===== src/rtl/apb_master_ctrl.sv =====
// Bridges a single-outstanding CPU bus request onto an APB3 bus with NUM_SLV
// address-decoded slaves; returns read data and an error flag with a one-cycle done pulse.
module apb_master_ctrl #(
  parameter int          NUM_SLV   = 4,
  parameter logic [31:0] BASE_ADDR = 32'h1000_0000,
  parameter int          SLV_SHIFT = 12,
  parameter int          TIMEOUT   = 16
) (
  input  logic                    clk,
  input  logic                    rst,
  input  logic                    req,
  input  logic                    we,
  input  logic [31:0]             addr,
  input  logic [31:0]             wdata,
  output logic [31:0]             rdata,
  output logic                    done,
  output logic                    err,
  output logic [31:0]             PADDR,
  output logic                    PWRITE,
  output logic [31:0]             PWDATA,
  output logic                    PENABLE,
  output logic [NUM_SLV-1:0]      PSEL,
  input  logic [32*NUM_SLV-1:0]   PRDATA,
  input  logic [NUM_SLV-1:0]      PREADY
);

  localparam int IDXW = (NUM_SLV > 1) ? $clog2(NUM_SLV) : 1;
  localparam int CNTW = $clog2(TIMEOUT);

  typedef enum logic [1:0] {IDLE, SETUP, ACCESS, DONE} state_t;

  state_t              state_reg, state_next;
  logic [NUM_SLV-1:0]  psel_reg, psel_next;
  logic                penable_reg, penable_next;
  logic [31:0]         paddr_reg, paddr_next;
  logic                pwrite_reg, pwrite_next;
  logic [31:0]         pwdata_reg, pwdata_next;
  logic [31:0]         rdata_reg, rdata_next;
  logic                done_reg, done_next;
  logic                err_reg, err_next;
  logic [IDXW-1:0]     idx_reg, idx_next;
  logic [CNTW-1:0]     cnt_reg, cnt_next;

  logic [31:0] offset;
  logic [31:0] slot;
  logic        hit;
  logic [31:0] prdata_arr [NUM_SLV];
  logic [31:0] sel_rdata;
  logic        sel_ready;

  generate
    for (genvar gi = 0; gi < NUM_SLV; gi++) begin : g_slice
      assign prdata_arr[gi] = PRDATA[32*gi +: 32];
    end
  endgenerate

  // Subtraction wraps for addresses below BASE_ADDR, so the >= test is what rejects them.
  assign offset    = addr - BASE_ADDR;
  assign slot      = offset >> SLV_SHIFT;
  assign hit       = (addr >= BASE_ADDR) && (slot < 32'(NUM_SLV));
  assign sel_rdata = prdata_arr[idx_reg];
  assign sel_ready = PREADY[idx_reg];

  always_comb begin
    state_next   = state_reg;
    psel_next    = psel_reg;
    penable_next = penable_reg;
    paddr_next   = paddr_reg;
    pwrite_next  = pwrite_reg;
    pwdata_next  = pwdata_reg;
    rdata_next   = rdata_reg;
    err_next     = err_reg;
    idx_next     = idx_reg;
    cnt_next     = cnt_reg;
    done_next    = 1'b0;

    case (state_reg)
      IDLE: begin
        if (req) begin
          paddr_next  = addr;
          pwrite_next = we;
          pwdata_next = wdata;
          if (hit) begin
            idx_next   = slot[IDXW-1:0];
            psel_next  = NUM_SLV'(1) << slot[IDXW-1:0];
            state_next = SETUP;
          end else begin
            rdata_next = '0;
            err_next   = 1'b1;
            done_next  = 1'b1;
            state_next = DONE;
          end
        end
      end
      SETUP: begin
        penable_next = 1'b1;
        state_next   = ACCESS;
      end
      ACCESS: begin
        if (sel_ready || (cnt_reg == CNTW'(TIMEOUT - 1))) begin
          rdata_next   = sel_ready ? sel_rdata : '0;
          err_next     = ~sel_ready;
          psel_next    = '0;
          penable_next = 1'b0;
          cnt_next     = '0;
          done_next    = 1'b1;
          state_next   = DONE;
        end else begin
          cnt_next = cnt_reg + CNTW'(1);
        end
      end
      DONE: begin
        cnt_next   = '0;
        state_next = IDLE;
      end
      default: state_next = IDLE;
    endcase
  end

  always_ff @(posedge clk) begin
    if (rst) begin
      state_reg   <= IDLE;
      psel_reg    <= '0;
      penable_reg <= 1'b0;
      paddr_reg   <= '0;
      pwrite_reg  <= 1'b0;
      pwdata_reg  <= '0;
      rdata_reg   <= '0;
      done_reg    <= 1'b0;
      err_reg     <= 1'b0;
      idx_reg     <= '0;
      cnt_reg     <= '0;
    end else begin
      state_reg   <= state_next;
      psel_reg    <= psel_next;
      penable_reg <= penable_next;
      paddr_reg   <= paddr_next;
      pwrite_reg  <= pwrite_next;
      pwdata_reg  <= pwdata_next;
      rdata_reg   <= rdata_next;
      done_reg    <= done_next;
      err_reg     <= err_next;
      idx_reg     <= idx_next;
      cnt_reg     <= cnt_next;
    end
  end

  assign PSEL    = psel_reg;
  assign PENABLE = penable_reg;
  assign PADDR   = paddr_reg;
  assign PWRITE  = pwrite_reg;
  assign PWDATA  = pwdata_reg;
  assign rdata   = rdata_reg;
  assign done    = done_reg;
  assign err     = err_reg;

endmodule


===== config.mk =====
export PLATFORM = sky130hd
export DESIGN_NAME = apb_master_ctrl
export DESIGN_NICKNAME = d
export VERILOG_FILES = /design/src/rtl/apb_master_ctrl.sv
export SDC_FILE = /design/constraint.sdc
export NUM_CORES = 1
export LEC_CHECK = 0
export BUFFER_PORTS_ARGS = -buffer_cell sky130_fd_sc_hd__buf_2
export CAP_MARGIN = 20
export CELL_PAD_IN_SITES_DETAIL_PLACEMENT = 2
export CELL_PAD_IN_SITES_GLOBAL_PLACEMENT = 2
export CORE_ASPECT_RATIO = 1.5
export CORE_UTILIZATION = 21
export DETAILED_ROUTE_END_ITERATION = 12
export PLACE_DENSITY = 0.77
export SYNTH_ARGS = -nofsm -noshare
export SYNTH_HDL_FRONTEND = slang
export SYNTH_SLANG_ARGS = --single-unit

===== constraint.sdc =====
create_clock -name clk -period 2.3 [get_ports clk]
set_clock_uncertainty 0.2 [all_clocks]
set_input_delay 0.69 -clock clk [delete_from_list [all_inputs] [get_ports clk]]
set_output_delay 0.69 -clock clk [all_outputs]
set_load 0.05 [all_outputs]

Word-level counts from Yosys, hierarchy flattened

Index checks and enable logic that the tools add are counted.

Flip-flop bits (word level): 112
Input bits: 200
Output and inout bits: 104
Word-level logic and storage cells: 70

Add/sub/neg operators: 2
Order comparisons: 4
Equality and inequality tests: 8
Shifts and indexed selects: 1
Mux-type cells: 30
Bitwise operators: 2
Reduce and logical (&&, ||, !) cells: 12

Operator list:

| operator                                                                 | number |
|---|---|
| 32-bit 2-to-1 mux                                                        | 6 |
| 32-bit binary-select mux with 2-bit select                               | 1 |
| 32-bit one-hot mux with 2 select lines                                   | 1 |
| 32-bit by 29-bit >= comparator with 1-bit output (second input constant) | 1 |
| 32-bit by 29-bit subtractor with 32-bit output (second input constant)   | 1 |
| 20-bit by 3-bit < comparator with 1-bit output (second input constant)   | 1 |
| 4-bit 2-to-1 mux                                                         | 4 |
| 4-bit one-hot mux with 2 select lines                                    | 2 |
| 1-bit 2-to-1 mux                                                         | 8 |
| 2-bit inequality test (second input constant)                            | 4 |
| 2-bit one-hot mux with 4 select lines                                    | 1 |
| 4-bit AND reduction                                                      | 2 |
| 2-bit 2-to-1 mux                                                         | 3 |
| 1-bit one-hot mux with 2 select lines                                    | 3 |
| 2-bit AND reduction                                                      | 3 |
| 2-bit nonzero test                                                       | 3 |
| 4-bit by 1-bit adder with 4-bit output (second input constant)           | 1 |
| 2-bit equality test (second input constant)                              | 2 |
| 4-bit equality test (second input constant)                              | 1 |
| 1-bit by 2-bit left shift with 4-bit output (first input constant)       | 1 |
| 3-bit >= comparator (second input constant)                              | 1 |
| 2-bit by 3-bit < comparator with 1-bit output (second input constant)    | 1 |
| 2-bit NOT with 3-bit output                                              | 1 |
| 3-bit AND reduction                                                      | 1 |
| 6 further kinds                                                          | 6 |

Logic depth before layout (Yosys ltp)

Gate-level depths: netlist of the first run.

Depth after elaboration: 7
Depth in mapped cells: 9
Gate-level depth less buffers: 7

Least setup slack after synthesis of the first run

Ideal clock, no wire load.

Path type: input to register
Start: input PREADY[3]
End: register err_reg, in the netlist err
Library setup time: 0.128 ns
Arrival time: 1.972 ns
Required time: 1.972 ns
Slack: 0.000 ns
Stages on the path: 6
Buffers on the path: 1
Cells stage by stage: mux4_2 -> o31ai_4 -> o21bai_2 -> buf_6 -> mux2i_1 -> nor2_1

Word-level cells in the longest chain between the ends: 5
Elaborated cells between the ends (all ways): 8
Those cells by class: 1 x eq/ne; 4 x mux; 1 x bitwise; 2 x reduce/logical

RTL lines:

| item                                                                                   | line     | text |
|---|---|---|
| start, declared                                                                        | 24       | `input logic [NUM_SLV-1:0] PREADY` |
| 1-bit binary-select mux with 2-bit select *                                            | 62       | `assign sel_ready = PREADY[idx_reg];` |
| 1-bit 2-to-1 mux (not written as such) *                                               | 62       |  |
| 1-bit logical OR or 1-bit NOT (tied branches)                                          | 100, 102 |  |
| 2-bit inequality test (no line) or 1-bit 2-to-1 mux (tied branches)                    | n/a      |  |
| 4-bit AND reduction (no line) or 1-bit one-hot mux with 2 select lines (tied branches) | n/a      |  |
| end signal, assigned                                                                   | 142      | `err_reg <= err_next;` |
| end, declared                                                                          | 40       | `logic err_reg, err_next;` |

Every way passes the cells marked *; elsewhere a longest branch is shown, timed or not. The select of a mux whose other input is x is not followed.
A chain may end at the register's enable or synchronous reset.

Final worst setup path of the first run

Start: input PREADY[3]
End: register cnt_reg[2]

Word-level cells in the longest chain between the ends: 5

RTL lines:

| item                                      | line | text |
|---|---|---|
| 1-bit binary-select mux with 2-bit select | 62   |  |
| 1-bit 2-to-1 mux (not written as such)    | 62   |  |
| 1-bit logical OR                          | 100  | `if (sel_ready \|\| (cnt_reg == CNTW'(TIMEOUT - 1))) begin` |
| 4-bit 2-to-1 mux                          | 100  |  |
| 4-bit one-hot mux with 2 select lines     | 77   | `case (state_reg)` |
| end signal, assigned                      | 144  | `cnt_reg <= cnt_next;` |
| end, declared                             | 42   | `logic [CNTW-1:0] cnt_reg, cnt_next;` |

Every way passes these cells. The select of a mux whose other input is x is not followed.

==> results of run 1 <==
path summary, 6_finish.rpt:
path / slack (ns) / end
max reg2reg: 0.16 / cnt_reg[2]$_SDFFE_PP0P_
max: 0.15 / cnt_reg[2]$_SDFFE_PP0P_
min: 0.26 / PADDR[10]$_SDFFE_PP0P_
min reg2reg: 0.26 / PADDR[10]$_SDFFE_PP0P_
power by group:
| part | internal [mW] | total [mW] | switching [mW] | leakage, nW |
|---|---|---|---|---|
| Sequential | 2.21 | 2.35 | 0.142 | 0.913 |
| Clock | 1.12 | 1.88 | 0.754 | 0.172 |
| Combinational | 0.831 | 2.79 | 1.96 | 2.16 |
| Total | 4.16 | 7.02 | 2.86 | 3.25 |
stage by stage:
stage,worst slack [ns],util,instances
after floorplan,0.0380,-,558
after global placement,-0.171,0.296,1157
after detailed placement,-0.249,0.296,1157
after CTS,0.114,0.311,1173
after global routing,0.0174,0.311,1175
final,0.148,0.311,1175
area by class of cell:
cell class	instances	area share
clock inverter	5	0.0139
sequential	112	0.305
inverter	4	0.00204
multi-input combinational	397	0.351
antenna	2	0.000680
timing repair buffer	325	0.239
tap	319	0.0542
clock buffer	11	0.0343
per-layer routing:
layer | global-route usage | vias up
met4 | 0.0715 | 0
met1 | 0.159 | 2536
met2 | 0.295 | 180
met5 | 0 | -
li1 | - | 2508
met3 | 0.0351 | 35
worst reg2reg max path, cell delays in order (launching register included):
cell and delay (ns):
dfxtp_1 0.36, inv_1 0.11, ha_1 0.31, inv_1 0.15, or3_1 0.43, nor2_2 0.23, nand3b_1 0.11, a31oi_1 0.16
logic make-up after synthesis:
family,count (synthesis)
AOI/OAI and AO/OA,109
buffers and inverters,49
muxes,42
adders and majority gates,5
and+or+nand+nor,241
DFF,112
layout by cell type (no fill, tap or decap), drive strengths merged, types with 2 or more instances in the layout:
master,count
nor3,2
nand3b,36
a31oi,2
ha,5
nor4,3
nand2b,5
inv,4
bufinv,3
nand2,171
dfxtp,112
diode,2
nand3,5
nor2,14
buf,325
a21oi,67
clkbuf,11
a22oi,2
o21ai,34
mux2i,8
mux4,33
timing repair:
action / CTS / global route
setup endpoints to repair: 0 / 1
hold buffers: 0 / 0
resized for setup: 0 / 1
synthesized netlist by cell type, types with 2 or more instances:
cell type  number  share of area
buf_1           5         0.0037
ha_1            5          0.012
nor4_1          3         0.0037
buf_6           5          0.011
o21ai_0        21          0.021
nor3_1          2         0.0020
dfxtp_1       112           0.44
nand2b_1        5         0.0062
mux2i_1         8          0.016
a31oi_1         2         0.0025
nand3b_1       36          0.054
a21oi_1        67          0.067
a22oi_1         2         0.0030
mux4_2         33           0.15
buf_4           2         0.0030
clkbuf_1       31          0.023
nand2_1       171           0.13
nand3_1         5         0.0050
inv_1           4         0.0030
o21ai_1        13          0.013
nor2_1         13         0.0097
==> impl_metrics.csv, run 1 <==
group,metric,value,unit
floorplan,die_h,192,um
global_routing,antenna_found_initial,2,
route,drc,0,
min_path,hold_start,"PADDR[10]$_SDFFE_PP0P_",
route,wl_met2,10300,um
clock_network,cts.reportedPaths.clkPinSlew,0.07,ns
setup_path,critPathRequiredTime,2.38,ns
power,finalPower,7.02,mW
clock_network,clock_latency,0.36,ns
setup_path,slowest_stage,"mux4_2",
setup_path,crit_start,"PREADY[3]",
yosys,synth_edf_count,0,
floorplan,die_w,128,um
global_routing,grt_util_all_layers,0.155,
placed_design,postPlaceCellArea,7000,um2
clock_network,numCtsBuffers,9,
placed_design,gp_congestion,0.770,
power,power_leakage,3.25,nW
cells_and_area,fillerInstances,2806,
clock_network,cts.sinks,112,
timing,report.final.hold_viol_count,0,
setup_path,crit_type,"in2reg",
clock_network,cts_buffer_depth,2,
route,routed_via_density,4.48,
setup_path,worstSetupPathDepth,6,
setup_path,critPathMaxFanout,6,
route,highest_layer,"met4",
setup_path,r2r_start,"state_reg[0]$_SDFFE_PP0P_",
run,maxCapViolations,0,
timing,rsz0062_at_grt,"false",
yosys,synthCells,558,
yosys,synth_cell_type_count,34,
yosys,async_reset_ff_frac,0,
yosys,syn_area,5040,um2
global_routing,grt_pass1_wl,29200,um
floorplan,dieArea,24600,um2
clock_network,cts_tree,"built",
yosys,avgSynthCellArea,9.03,um2
yosys,yosys.area_share.adder,0.0124,
timing,timing.slew.headroom,0.581,
floorplan,pin_count,304,
status,status,"complete, no violations",
timing,period_share,0.936,
yosys,synth_compound_area_frac,0.115,
setup_path,cp.arrival,2.24,ns
route,dr.pass1.iters,4,
timing,tightestPinTransition,0.629,ns
setup_path,crit_buf_inv,1,
cells_and_area,multi_input_area,2580,um2
power,p_per_area,954,nW/um2
setup_path,cp_cell_sequence,"buf_2, mux4_2, or3_1, nor2_2, nand3b_1, a31oi_1",
clock_network,cts_root_buf,"clkbuf_16",
route,wl_met1,7020,um
cells_and_area,drive_above_1_share,0.450,
yosys,synthSimpleGateAreaFrac,0.216,
timing,period_minus_slack,2.15,ns
global_routing,grt_remaining_overflow,0,
min_path,min_path_type,"reg2reg",
setup_path,cp-end-kind,"flip-flop",
yosys,ys.flop_type,"dfxtp_1",
cells_and_area,fin_area,7360,um2
floorplan,core_region_area,23700,um2
setup_path,cp-start-kind,"primary input",
route,wl_met3,1080,um
yosys,seq_area_frac_synth,0.445,
cells_and_area,final-seq-area,2240,um2
setup_path,crit_family,"simple AND/OR/NAND/NOR gates",
floorplan,start_util,0.213,
global_routing,grt_max_degree,66,
cells_and_area,area_delta_synth_final,46.1,%
route,first_iter_violations,130,
yosys,synthXorXnorAreaFrac,0,
timing,setup_viol,0,
floorplan,rows,69,
route,ant_nets,0,
power,ir_drop,0.000337,V
yosys,synth_nets,763,
yosys,synthMuxAreaShare,0.166,
timing,timing.fmax,465,MHz
cells_and_area,layout.nets,1054,
yosys,synth_top_family_by_area,"simple AND/OR/NAND/NOR gates",
timing,hold_slack,0.255,ns
route,routed_wl,19000,um
min_path,hold-path-cell-count,2,
yosys,yosys_warnings,0,
route,vias,5259,
setup_path,reg2reg_depth,7,
timing,maxSlewViolCount,0,
placed_design,io_buffers,303,
placed_design,hpwl,14800,um
clock_network,post_cts_buffers,0,
route,wire_per_inst,16.2,um
yosys,ys_seq_elements,112,
timing,tns,0,ns
clock_network,cts_max_level,3,
setup_path,cpPeakStageDelay,0.53,ns
global_routing,grt_pass1_vias,5586,
Note: power is estimated with default switching activity, not from simulation.
==> inputs of run 2 (changes only) <==
--- a/config.mk
+++ b/config.mk
@@ -12,7 +12,7 @@
 export CORE_ASPECT_RATIO = 1.5
 export CORE_UTILIZATION = 21
 export DETAILED_ROUTE_END_ITERATION = 12
-export PLACE_DENSITY = 0.77
+export PLACE_DENSITY = 0.8
 export SYNTH_ARGS = -nofsm -noshare
 export SYNTH_HDL_FRONTEND = slang
 export SYNTH_SLANG_ARGS = --single-unit
==> run 2 against run 1 <==
Final cell count about the same. Sequential share of layout area is 0.078 points higher. Flip-flop and latch count unchanged. Combinational power about the same. Clock power shrank 6%. Non-clock buffer count unchanged. Fmax rose by 0.26%. Largest power group unchanged. Count of clock-buffer cells in the layout unchanged. Highest routed layer unchanged. Register-to-register slack better by 0.04 ns. Final area shrank 0.25%. Hold slack lost 0.0026 ns.
==> impl_metrics.csv, run 2 (synthesis results as in run 1) <==
group,metric,value,unit
route,routed_via_density,4.45,
cells_and_area,fillerInstances,2808,
floorplan,die_h,192,um
clock_network,post_cts_buffers,0,
timing,timing.fmax,466,MHz
route,vias,5231,
setup_path,crit_type,"in2reg",
setup_path,cpPeakStageDelay,0.54,ns
timing,hold_slack,0.253,ns
placed_design,pre_cts_slack,-0.309,ns
clock_network,clock_latency,0.36,ns
clock_network,cts.reportedPaths.clkPinSlew,0.08,ns
route,routed_wl,19300,um
clock_network,cts_max_level,3,
timing,maxSlewViolCount,0,
run,maxCapViolations,0,
min_path,min_path_type,"reg2reg",
clock_network,cts_buffer_depth,2,
power,p_per_area,936,nW/um2
cells_and_area,drive_above_1_share,0.451,
setup_path,crit_buf_inv,1,
timing,period_minus_slack,2.15,ns
floorplan,rows,69,
global_routing,grt_util_all_layers,0.157,
setup_path,critPathRequiredTime,2.39,ns
timing,period_share,0.933,
cells_and_area,area_delta_synth_final,45.7,%
route,dr.pass1.iters,4,
global_routing,grt_pass1_vias,5712,
timing,timing.slew.headroom,0.583,
min_path,hold-path-cell-count,2,
setup_path,reg2reg_depth,5,
global_routing,grt_remaining_overflow,0,
setup_path,critPathMaxFanout,6,
clock_network,cts_root_buf,"clkbuf_16",
setup_path,cp-start-kind,"primary input",
route,wire_per_inst,16.4,um
status,status,"complete, no violations",
timing,rsz0062_at_grt,"false",
floorplan,die_w,128,um
setup_path,cp.arrival,2.24,ns
floorplan,dieArea,24600,um2
clock_network,cts.sinks,112,
setup_path,worstSetupPathDepth,6,
clock_network,cts_tree,"built",
placed_design,numPlacedInstances,1157,
global_routing,grt_max_degree,66,
route,drc,0,
floorplan,start_util,0.213,
route,ant_nets,0,
global_routing,antenna_found_initial,2,
timing,layout_setup_ws,0.153,ns
setup_path,crit_family,"simple AND/OR/NAND/NOR gates",
timing,tightestPinTransition,0.626,ns
setup_path,cp_cell_sequence,"buf_2, mux4_2, or3_1, nor2_2, nand3b_1, a31oi_1",
cells_and_area,layout_commonest_cell,"buf_2",
placed_design,hpwl,15200,um
floorplan,core_region_area,23700,um2
cells_and_area,layout.nets,1054,
route,first_iter_violations,142,
setup_path,slowest_stage,"mux4_2",
clock_network,numCtsBuffers,9,
cells_and_area,fin_cells,1176,
placed_design,io_buffers,303,
placed_design,gp_congestion,0.757,
floorplan,pin_count,304,
timing,tns,0,ns
timing,report.final.hold_viol_count,0,
power,power_leakage,3.24,nW
power,ir_drop,0.000434,V
global_routing,grt_pass1_wl,29300,um
cells_and_area,mostFrequentLayoutCells,"302 x buf_2, 170 x nand2_1, 111 x dfxtp_1",
setup_path,cp-end-kind,"flip-flop",
timing,setup_viol,0,
-- run 2: worst paths after layout --
path	from	endpoint	slack [ns]
worst max-delay path	PREADY[3]	cnt_reg[2]$_SDFFE_PP0P_	0.15
worst min register to register	PWDATA[9]$_SDFFE_PP0P_	PWDATA[9]$_SDFFE_PP0P_	0.25
worst max register to register	idx_reg[0]$_SDFFE_PP0P_	cnt_reg[2]$_SDFFE_PP0P_	0.20
worst min-delay path	PWDATA[9]$_SDFFE_PP0P_	PWDATA[9]$_SDFFE_PP0P_	0.25
-- run 2: timing repair --
action,4_1_cts,5_1_grt
endpoints found under the setup margin,0,8
gates resized for setup,0,2
hold buffers,0,0
-- run 2: layout make-up --
class	count	area (um2)	share of cell area
Sequential cell	112	2240	0.306
Inverter	4	15.0	0.00204
Multi-Input combinational cell	397	2590	0.352
Clock inverter	5	78.8	0.0107
Tap cell	319	399	0.0544
Clock buffer	11	253	0.0344
Antenna cell	3	7.51	0.00102
Timing Repair Buffer	325	1760	0.240
-- run 2: worst min-delay path, cell delays in order, from the launching register on --
cell and delay (ns):
dfxtp_1 0.31, nand2_1 0.05, a21oi_1 0.05
-- run 2: per-stage QoR --
stage,cell area (um2),utilization,power [mW]
after floorplan,5050,-,4.34
after global placement,7000,0.296,5.10
after detailed placement,7000,0.296,5.20
after CTS,7330,0.310,7.01
after global routing,7340,0.310,7.27
final,7340,0.310,6.87
-- run 2: routing by layer --
layer / vias to the layer above / global-route usage / wire length, um
li1: 2502 / - / -
met2: 177 / 0.301 / 10700
met4: 0 / 0.0769 / 555
met1: 2519 / 0.157 / 7010
met3: 33 / 0.0312 / 1010
met5: - / 0 / 0
-- run 2: power by group --
group | switching (mW) | internal [mW]
logic | 1.96 | 0.798
registers | 0.142 | 2.21
clock network | 0.745 | 1.01
total | 2.85 | 4.02
==> inputs of run 3 (changes only) <==
--- a/config.mk
+++ b/config.mk
@@ -11,8 +11,11 @@
 export CELL_PAD_IN_SITES_GLOBAL_PLACEMENT = 2
 export CORE_ASPECT_RATIO = 1.5
 export CORE_UTILIZATION = 21
+export CTS_CLUSTER_SIZE = 14
 export DETAILED_ROUTE_END_ITERATION = 12
 export PLACE_DENSITY = 0.8
+export RECOVER_POWER = 25
+export SKIP_CTS_REPAIR_TIMING = 1
 export SYNTH_ARGS = -nofsm -noshare
 export SYNTH_HDL_FRONTEND = slang
 export SYNTH_SLANG_ARGS = --single-unit
==> run 3 against run 2 <==
Final cell count did not move. Count of clock-buffer cells in the layout did not move. Combinational power fell by 2%. Sequential power barely moved. Routed wire length rose by 0.14%. Register-to-register slack barely moved. Largest cell class unchanged. Fmax barely moved. Power fell by 0.68%. First-iteration DRC count fell by 0.70%. Core utilization fell by 0.27 points. Highest routed layer unchanged. Global-route usage did not move.
==> impl_metrics.csv, run 3 (synthesis results as in run 1) <==
group,metric,value,unit
floorplan,start_util,0.213,
setup_path,cp_cell_sequence,"buf_2, mux4_2, or3_1, nor2_2, nand3b_1, a31oi_1",
placed_design,gp_congestion,0.757,
timing,setup_viol,0,
floorplan,rows,69,
setup_path,critPathRequiredTime,2.39,ns
timing,report.final.hold_viol_count,0,
timing,rsz0062_at_grt,"false",
cells_and_area,fin_cells,1176,
timing,period_minus_slack,2.15,ns
min_path,hold_start,"PWDATA[9]$_SDFFE_PP0P_",
cells_and_area,layout.nets,1054,
route,ant_nets,0,
route,dr.pass1.iters,4,
global_routing,antenna_found_initial,2,
placed_design,postPlaceCellArea,7000,um2
route,routed_wl,19300,um
setup_path,reg2reg_depth,5,
setup_path,cpPeakStageDelay,0.54,ns
setup_path,crit_type,"in2reg",
setup_path,rrSetupSlack,0.20,ns
floorplan,die_w,128,um
floorplan,dieArea,24600,um2
setup_path,critPathMaxFanout,6,
route,drc,0,
placed_design,hpwl,15200,um
global_routing,grt_util_all_layers,0.157,
route,wire_per_inst,16.4,um
floorplan,core_region_area,23700,um2
run,maxCapViolations,0,
route,routed_via_density,4.44,
setup_path,slowest_stage,"mux4_2",
clock_network,cts_tree,"built",
cells_and_area,fin_area,7280,um2
setup_path,cp.arrival,2.24,ns
clock_network,numCtsBuffers,9,
cells_and_area,drive_above_1_share,0.400,
power,finalPower,6.83,mW
cells_and_area,mostFrequentLayoutCells,"260 x buf_2, 171 x nand2_1, 111 x dfxtp_1",
power,p_per_area,938,nW/um2
timing,maxSlewViolCount,0,
floorplan,die_h,192,um
cells_and_area,layout_commonest_cell,"buf_2",
setup_path,cp-end-kind,"flip-flop",
clock_network,cts.reportedPaths.clkPinSlew,0.08,ns
status,status,"complete, no violations",
placed_design,numPlacedInstances,1157,
clock_network,clock_latency,0.36,ns
power,ir_drop,0.000412,V
timing,timing.slew.headroom,0.556,
global_routing,grt_max_degree,66,
clock_network,cts_buffer_depth,2,
setup_path,reg2reg_to,"cnt_reg[2]$_SDFFE_PP0P_",
cells_and_area,area_delta_synth_final,44.5,%
min_path,min_to,"PWDATA[9]$_SDFFE_PP0P_",
timing,timing.fmax,466,MHz
placed_design,io_buffers,303,
floorplan,pin_count,304,
global_routing,grt_pass1_wl,29300,um
setup_path,cp-start-kind,"primary input",
timing,tightestPinTransition,0.669,ns
clock_network,cts_max_level,3,
global_routing,grt_remaining_overflow,0,
global_routing,grt_pass1_vias,5712,
min_path,hold-path-cell-count,2,
power,power_leakage,3.06,nW
route,vias,5217,
min_path,min_path_type,"reg2reg",
clock_network,cts_root_buf,"clkbuf_16",
timing,period_share,0.933,
setup_path,r2r_start,"idx_reg[0]$_SDFFE_PP0P_",
route,first_iter_violations,141,
clock_network,cts.sinks,112,
## run 3: changes by cell type in the layout (fill, tap and decap cells not counted), sizes merged
cell	previous run	this run
clkbuf	11	53
buf	325	283
## run 3: cell type report
class	count	area [um2]
clock inverters	5	78.8
repair buffers	325	1700
flip-flops and latches	112	2240
well taps	319	399
clock buffers	11	253
fillers	2831	16400
inverters	4	15.0
diodes	3	7.51
multi-input cells	397	2580
## run 3: worst max-delay path by stage
stage,cells after the start,start,slack (ns),end
6_report,6,PREADY[3],0.15,cnt_reg[2]$_SDFFE_PP0P_
5_1_grt,7,PREADY[3],0.04,rdata[6]$_SDFFE_PP0P_
4_1_cts,8,addr[23],0.06,rdata[9]$_SDFFE_PP0P_
3_5_place_dp,8,addr[23],-0.31,rdata[13]$_SDFFE_PP0P_
3_3_place_gp,7,addr[23],-0.25,rdata[4]$_SDFFE_PP0P_
2_1_floorplan,5,PREADY[3],0.04,cnt_reg[3]$_SDFFE_PP0P_
## run 3: worst max-delay path: cells and delay by family
kind	cells	cell delay, ns
buf+inv	1	0.10
mux	1	0.54
simple gates	3	0.74
compound gates	1	0.17
## run 3: report_power, final
group | total (mW) | switching, mW | internal (mW)
Sequential | 2.36 | 0.145 | 2.21
Combinational | 2.71 | 1.96 | 0.751
Clock | 1.76 | 0.744 | 1.01
## run 3: stage by stage
stage / utilization / TNS (ns) / hold slack [ns] / setup slack [ns]
2_1_floorplan: - / 0 / 0.269 / 0.0380
3_3_place_gp: 0.296 / -9.01 / 0.239 / -0.253
3_5_place_dp: 0.296 / -11.28 / 0.247 / -0.309
4_1_cts: 0.310 / 0 / 0.257 / 0.0587
5_1_grt: 0.308 / 0 / 0.279 / 0.0435
6_report: 0.308 / 0 / 0.256 / 0.153
## run 3: metal layers
metal,GRT usage,part of all wire,vias up
met5,0,0,-
met4,0.0769,0.029,0
met3,0.0312,0.052,33
met2,0.301,0.56,175
met1,0.157,0.36,2507
li1,-,-,2502
